<file path="src/rtl/noc_pkg.sv">
// Shared NoC definitions: flit type codes, crossbar port codes, flit field
// positions and the input-port FSM state encoding.
package noc_pkg;

   localparam int unsigned FLIT_W = 32;

   // Flit header field bit positions
   localparam int unsigned TYPE_MSB = 31;
   localparam int unsigned TYPE_LSB = 30;
   localparam int unsigned DEST_MSB = 29;
   localparam int unsigned DEST_LSB = 26;
   localparam int unsigned SRC_MSB  = 25;
   localparam int unsigned SRC_LSB  = 22;

   typedef enum logic [1:0] {
      FLIT_BODY   = 2'b00,
      FLIT_HEAD   = 2'b01,
      FLIT_TAIL   = 2'b10,
      FLIT_SINGLE = 2'b11
   } flit_type_e;

   typedef enum logic [2:0] {
      PORT_LOCAL = 3'd0,
      PORT_NORTH = 3'd1,
      PORT_EAST  = 3'd2,
      PORT_SOUTH = 3'd3,
      PORT_WEST  = 3'd4
   } port_e;

   typedef enum logic [1:0] {
      StIdle   = 2'd0,
      StRoute  = 2'd1,
      StActive = 2'd2
   } state_e;

endpackage

</file>
<file path="src/rtl/noc_fifo.sv">
// Circular flit FIFO with wrap-bit pointers and registered full/empty flags.
// Ports:
//   clk, reset          clock, asynchronous active-high reset
//   push, data_in       write request and data (ignored while full)
//   pop                 read request (ignored while empty)
//   data_out            current head entry
//   full, empty         registered occupancy flags
module noc_fifo #(
   parameter int unsigned DEPTH = 4,
   parameter int unsigned WIDTH = 32
) (
   input  logic             clk,
   input  logic             reset,
   input  logic             push,
   input  logic [WIDTH-1:0] data_in,
   input  logic             pop,
   output logic [WIDTH-1:0] data_out,
   output logic             full,
   output logic             empty
);

   localparam int unsigned AW = $clog2(DEPTH);
   localparam logic [AW:0] PtrOne = {{AW{1'b0}}, 1'b1};

   logic [WIDTH-1:0] mem_q [DEPTH];
   logic [AW:0]      wptr_q, wptr_d, rptr_q, rptr_d;
   logic             full_q, full_d, empty_q, empty_d;
   logic             do_push, do_pop;

   assign do_push = push & ~full_q;
   assign do_pop  = pop & ~empty_q;

   always_comb begin
      wptr_d  = do_push ? wptr_q + PtrOne : wptr_q;
      rptr_d  = do_pop ? rptr_q + PtrOne : rptr_q;
      // Same index with differing wrap bits means the write pointer lapped the read pointer
      full_d  = (wptr_d[AW] != rptr_d[AW]) && (wptr_d[AW-1:0] == rptr_d[AW-1:0]);
      empty_d = (wptr_d == rptr_d);
   end

   always_ff @(posedge clk or posedge reset) begin
      if (reset) begin
         wptr_q  <= '0;
         rptr_q  <= '0;
         full_q  <= 1'b0;
         empty_q <= 1'b1;
      end else begin
         wptr_q  <= wptr_d;
         rptr_q  <= rptr_d;
         full_q  <= full_d;
         empty_q <= empty_d;
      end
   end

   always_ff @(posedge clk) begin
      if (do_push) mem_q[wptr_q[AW-1:0]] <= data_in;
   end

   assign data_out = mem_q[rptr_q[AW-1:0]];
   assign full     = full_q;
   assign empty    = empty_q;

endmodule

</file>
<file path="src/rtl/router_inport.sv">
// Router input port: buffers the incoming flit stream, computes the XY route
// of each packet's head, requests one crossbar output per packet and forwards
// flits wormhole-style while granted.
// Ports:
//   clk, reset                clock, asynchronous active-high reset
//   enable                    0 freezes FSM and FIFO, forces ready_out low
//   flit_in, valid_in         upstream flit and its valid
//   ready_out                 FIFO can accept this cycle
//   flit_out, valid_out       head flit toward crossbar, transfer strobe
//   req, gate                 crossbar request and requested output port
//   grant                     arbiter grant for the current request
//   err_drop                  one-cycle pulse: stray flit dropped or bad dest
module router_inport
   import noc_pkg::*;
#(
   parameter logic [3:0]  addr  = 4'b0000,
   parameter int unsigned DEPTH = 4
) (
   input  logic              clk,
   input  logic              reset,
   input  logic              enable,
   input  logic [FLIT_W-1:0] flit_in,
   input  logic              valid_in,
   output logic              ready_out,
   output logic [FLIT_W-1:0] flit_out,
   output logic              valid_out,
   output logic              req,
   output logic [2:0]        gate,
   input  logic              grant,
   output logic              err_drop
);

   state_e      state_q, state_d;
   port_e       gate_q, gate_d;
   logic        err_q, err_d;
   logic        full, empty, push, pop;
   logic [FLIT_W-1:0] head;
   flit_type_e  head_type;
   logic [3:0]  head_dest;

   function automatic logic dest_bad(input logic [3:0] dest);
      return (dest[3:2] == 2'b11) || (dest[1:0] == 2'b11);
   endfunction

   // X first, then Y; unreachable coordinates fall back to local delivery
   function automatic port_e route_xy(input logic [3:0] dest);
      logic [1:0] dx, dy, x, y;
      dx = dest[3:2];
      dy = dest[1:0];
      x  = addr[3:2];
      y  = addr[1:0];
      if (dest_bad(dest)) return PORT_LOCAL;
      else if (dx > x)    return PORT_EAST;
      else if (dx < x)    return PORT_WEST;
      else if (dy > y)    return PORT_NORTH;
      else if (dy < y)    return PORT_SOUTH;
      else                return PORT_LOCAL;
   endfunction

   // Reset gates ready so upstream never sees a write window while held in reset
   assign ready_out = enable & ~full & ~reset;
   assign push      = valid_in & ready_out;

   noc_fifo #(
      .DEPTH (DEPTH),
      .WIDTH (FLIT_W)
   ) u_fifo (
      .clk      (clk),
      .reset    (reset),
      .push     (push),
      .data_in  (flit_in),
      .pop      (pop),
      .data_out (head),
      .full     (full),
      .empty    (empty)
   );

   assign head_type = flit_type_e'(head[TYPE_MSB:TYPE_LSB]);
   assign head_dest = head[DEST_MSB:DEST_LSB];

   always_comb begin
      state_d   = state_q;
      gate_d    = gate_q;
      err_d     = 1'b0;
      pop       = 1'b0;
      valid_out = 1'b0;
      if (enable) begin
         unique case (state_q)
            StIdle: begin
               if (!empty) begin
                  if (head_type == FLIT_HEAD || head_type == FLIT_SINGLE) begin
                     gate_d  = route_xy(head_dest);
                     err_d   = dest_bad(head_dest);
                     state_d = StRoute;
                  end else begin
                     // Body/tail with no open packet: discard it
                     pop   = 1'b1;
                     err_d = 1'b1;
                  end
               end
            end
            StRoute: begin
               if (grant) state_d = StActive;
            end
            StActive: begin
               if (grant && !empty) begin
                  valid_out = 1'b1;
                  pop       = 1'b1;
                  if (head_type == FLIT_TAIL || head_type == FLIT_SINGLE) state_d = StIdle;
               end
            end
            default: state_d = StIdle;
         endcase
      end
   end

   always_ff @(posedge clk or posedge reset) begin
      if (reset) begin
         state_q <= StIdle;
         gate_q  <= PORT_LOCAL;
         err_q   <= 1'b0;
      end else begin
         state_q <= state_d;
         gate_q  <= gate_d;
         err_q   <= err_d;
      end
   end

   assign req      = (state_q != StIdle);
   assign gate     = gate_q;
   assign err_drop = err_q;
   assign flit_out = head;

endmodule

</file>
<file path="config.mk">
export PLATFORM = sky130hd
export DESIGN_NAME = router_inport
export DESIGN_NICKNAME = d
export VERILOG_FILES = /design/src/rtl/noc_pkg.sv /design/src/rtl/noc_fifo.sv /design/src/rtl/router_inport.sv
export SDC_FILE = /design/constraint.sdc
export NUM_CORES = 1
export LEC_CHECK = 0
export CAP_MARGIN = 20
export CORE_AREA = 5 5 112 114
export CTS_BUF_LIST = sky130_fd_sc_hd__clkbuf_4 sky130_fd_sc_hd__clkbuf_8 sky130_fd_sc_hd__clkbuf_16
export DETAILED_ROUTE_END_ITERATION = 12
export DIE_AREA = 0 0 117 119
export PLACE_DENSITY_LB_ADDON = 0.15
export SLEW_MARGIN = 25
export SYNTH_ARGS = -nofsm -noshare
export SYNTH_HDL_FRONTEND = slang
export SYNTH_SLANG_ARGS = --single-unit
</file>
<file path="constraint.sdc">
create_clock -name clk -period 3.1 [get_ports clk]
set_clock_uncertainty 0.2 [all_clocks]
set_input_delay 0.31 -clock clk [delete_from_list [all_inputs] [get_ports clk]]
set_output_delay 0.31 -clock clk [all_outputs]
set_load 0.1 [all_outputs]
</file>
# Word-level counts from Yosys, hierarchy flattened
# Memory sizes are Yosys's and may differ from the RTL's.
# Cells that the tools add are included.
# totals
ff_bits,14
mem_bits_rw,128
inputBits,37
wordCells,73
mem_count,1
# op_classes
n_addsub,2
magnitude_cmp,4
n_eq_ne,15
mux,26
bitwise_logic,8
n_reduce_logical,10
# mem_list
name,words,word_bits,rd,rd_ports_with_merged_regs,wr,line_no,rtl
u_fifo.mem_q,4,32,1,0,1,noc_fifo.sv:25,logic [WIDTH-1:0] mem_q [DEPTH];
# op_table
operator,n
$mux W3,5
$mux W2,7
$mux W1,12
$eq A2 B2 Y1 const B,5
$ne A2 B2 Y1 const B,5
$add A3 B1 Y3 const B,2
$pmux W2 S3,1
$reduce_and A6 Y1,1
$and A1 B1 Y1,5
$eq A2 B1 Y1 const B,2
$gt A2 B1 Y1 const B,2
$lt A2 B1 Y1 const B,2
$reduce_and A4 Y1,1
$eq A3 B3 Y1,1
$logic_or A1 B1 Y1,3
$not A1 Y1,3
$eq A2 B2 Y1,1
$logic_and A1 B1 Y1,2
$logic_not A2 Y1,1
$pmux W1 S2,1
$reduce_bool A2 Y1,1
$logic_not A1 Y1,1
$ne A1 B1 Y1,1

# Longest topological paths before layout
# An unclocked memory read counts as a cell.
# depth
ltp_word,11
ltp_mapped,7
depth_no_buf,6

# Modules after synthesis
# Synthesis repeated with hierarchy kept, for this count alone.
# hier_totals
hier_cells,237
hier_area_um2,5411.4
# by_module_without_submodules
module,instances,cells_per_inst,area_each_um2,seq_area_each_um2
noc_fifo,1,205,5088.6,4045.1
router_inport,1,32,322.8,125.1

# Worst setup path after synthesis
# OpenSTA, ideal clock, no wires.
# synth_path
path_type,flip-flop to output port
startpoint,register u_fifo.full_q (netlist: u_fifo.full)
endpoint,output ready_out
arrival_ns,2.565
path_slack_ns,0.025
path_stages_with_launch,2
path_cell_list,dfrtp_1 -> nor3b_1
# synth_via
elab_chain_cells,3
# synth_rtl
element,line_no,rtl
"start, declared",noc_fifo.sv:27,"logic full_q, full_d, empty_q, empty_d;"
"start signal, assigned",noc_fifo.sv:50,full_q <= full_d;
$not A1 Y1,router_inport.sv:61,assign ready_out = enable & ~full & ~reset;
$and A1 B1 Y1 (2 in a row),router_inport.sv:61,
"end, declared",router_inport.sv:24,"output logic ready_out,"
# Every way passes these cells.

# Worst setup path in the final report
# layout_path
startpoint,register u_fifo.rptr_q[0]
endpoint,output flit_out[23]
# layout_via
elab_chain_cells,1
# layout_rtl
element,line_no,rtl
"start, declared",noc_fifo.sv:26,"logic [AW:0] wptr_q, wptr_d, rptr_q, rptr_d;"
"start signal, assigned",noc_fifo.sv:49,rptr_q <= rptr_d;
$mem_v2 Z4 W32,n/a,
"end, declared",router_inport.sv:25,"output logic [FLIT_W-1:0] flit_out,"
# Every way passes these cells.

==> results.md <==
* Critical path, cell by cell: buf_4, mux4_2, buf_12
* Most common cell after layout, fill and taps aside: edfxtp_1
* Buf+Inv Stages, Crit Path at 2
* Total grt overflow at 0
* Die H at 119 um
* Worst Path Max Fanout at 18
* Clk buf depth at 2
* Chip Width at 117 um
* Final ANT Viol Nets at 0
* Total CTS buffers at 17
* Clock Latency Late Sink at 0.41 ns
* Worst Hold Class: input port to asynchronous set/reset pin
* Vias per inst at 5.32
* Asr flop ratio synth at 0.0922
* IO buf count at 74
* Post_cts resized at 0
* Worst path arrival time at 2.13 ns
* Layout cell share with drive strength beyond 1 at 0.331
* Commonest non-fill, non-tap cells in the layout: 128 x edfxtp_1, 37 x buf_12, 36 x clkdlybuf4s50_1
* # hold bufs at CTS at 0
* Global-route wire length before repair at 15700 um
* Fin nets at 391
* Final Slew Violations at 0
* Placer Congestion at 0.752
* Yosys warns at 0
* ANT cells at 0
* Post-Route WL at 9800 um
* Dpl hpwl at 6300 um
* Die Area at 0.0139 sq mm
* Routed vias at 2685
* Unrepaired setup endpoints after global routing: no
* I/O pin count at 76
* Outcome: finished clean
* Post-Syn Nets at 304
* Initial Util at 0.491
* Post CTS Setup Buffer Count at 0
* Total Routing Usage GR at 0.156
* Worst-Margin Slew at 0.539 ns
* # clock sinks at 141
* Final setup fails at 0
* Initial antenna violation count at 0
* Vias in the first global route at 2854
* Cell variety after synth at 45
* Clk Tree Root Cell: clkbuf_16
* Rows at 39
* DRC violations left at 0
* F_max at 378 MHz
* Yosys reg bits at 141
* Sum of negative setup slack at 0 ns
* Clk slew on worst S/H paths at 0.06 ns
* Max_slew headroom at 0.640
* Final Hold Vio Count at 0
* Critical-path cell with the highest stage delay: mux4_2
* Post-synth EDFFs at 128
* Synth-to-Final Area Change at 33.3%
* Required @ worst endpoint at 2.59 ns
* Core region area at 0.0113 sq mm
* Worst path max stage delay at 0.62 ns
* 1st-iter DRT viols at 148
* Top FF cell, synth: edfxtp_1
* CTS tree: yes
* Final worst-path cycle share at 0.853
* Synth Area per Inst at 21.2 sq um
* Largest net degree at the start of global routing at 33
* Top delay family on crit path: multiplexers
* Wire length per cell at 19.4 um
* Kind of end point of the critical path: output pin
* H-tree depth at 4
* Max-Cap Viols at 0
* DRT Pass-1 Iters at 4
* Mapped Cells at 262
* Post-Syn Area at 0.00556 sq mm
* Setup crit start kind: flop
* Min Tclk post-route at 2.64 ns
* Register area share after synthesis at 0.751
* Crit path kind: flop to output pin
==> flip-flops by register name, summed over array words and instances (netlist names) <==
signal / count
u_fifo.empty: 1
u_fifo.wptr_q: 3
u_fifo.full: 1
err_drop: 1
u_fifo.rptr_q: 3
state_q: 2
gate: 2
u_fifo.mem_q: 128
==> cells in the mapped netlist, types with 4 or more instances <==
master | instances | area share
xnor2_1 | 4 | 0.0063
and2_1 | 4 | 0.0045
nand3_1 | 4 | 0.0036
dfrtp_1 | 12 | 0.054
edfxtp_1 | 128 | 0.69
ha_1 | 5 | 0.011
inv_1 | 4 | 0.0027
nand2_1 | 13 | 0.0088
mux4_2 | 27 | 0.11
o21ai_0 | 5 | 0.0045
mux4_1 | 5 | 0.024
nor2_1 | 4 | 0.0027
==> per-layer routing <==
layer	track usage	vias to the layer above	share of wire
li1	-	1250	-
met5	0	-	0
met3	0.0568	9	0.052
met4	0.0588	0	0.013
met1	0.199	1355	0.42
met2	0.244	71	0.51
==> stage by stage <==
stage	util	setup WS [ns]	std cells	hold WS, ns	area [sq um]
2_1_floorplan	-	0.0245	262	-0.0138	5560
3_3_place_gp	0.601	0.701	473	0.264	6810
3_5_place_dp	0.601	0.621	473	0.276	6810
4_1_cts	0.654	0.395	505	0.107	7410
5_1_grt	0.654	0.303	505	0.153	7410
6_report	0.654	0.457	505	0.110	7410
==> final timing paths <==
kind                             startpoint               end  slack [ns]  cells past startpoint
setup reg to reg           u_fifo.rptr_q[0]      u_fifo.empty        0.70                      5
hold reg to reg                     gate[1]           gate[1]        0.28                      2
hold / removal                        reset  u_fifo.rptr_q[2]        0.11                      2
setup / recovery           u_fifo.rptr_q[0]      flit_out[23]        0.46                      3
max in group asynchronous             reset  u_fifo.rptr_q[0]        2.20                      2
min in group clk                    gate[1]           gate[1]        0.28                      2
==> worst register-to-register path, cell delays in order (launching register included) <==
cell	delay (ns)
dfrtp_2	0.50
mux4_2	0.65
o21ai_2	0.21
nand2_1	0.13
xnor3_2	0.42
nor4b_2	0.22
==> cell type report <==
class / count / area (sq um)
Timing Repair Buffer: 81 / 1160
Tap cell: 143 / 179
Clock buffer: 18 / 433
Fill cell: 770 / 3920
Inverter: 4 / 15.0
Multi-Input combinational cell: 104 / 1280
Sequential cell: 141 / 4170
Clock inverter: 14 / 165
==> kinds of logic (layout without fill, tap and decap cells) <==
logic type	count (synthesis)	after routing	share of synthesized area
AOI/OAI and AO/OA	17	17	0.0209
xor gates and xnor gates	7	7	0.0137
DFF	141	141	0.751
adders and majority gates	5	5	0.0113
and+or+nand+nor	41	41	0.0482
buffers and inverters	17	117	0.0196
other	1	1	0.000675
muxes	33	33	0.135
Power is not shown: default switching activity piles up to over one toggle a cycle in this logic, so the estimate is an artifact.
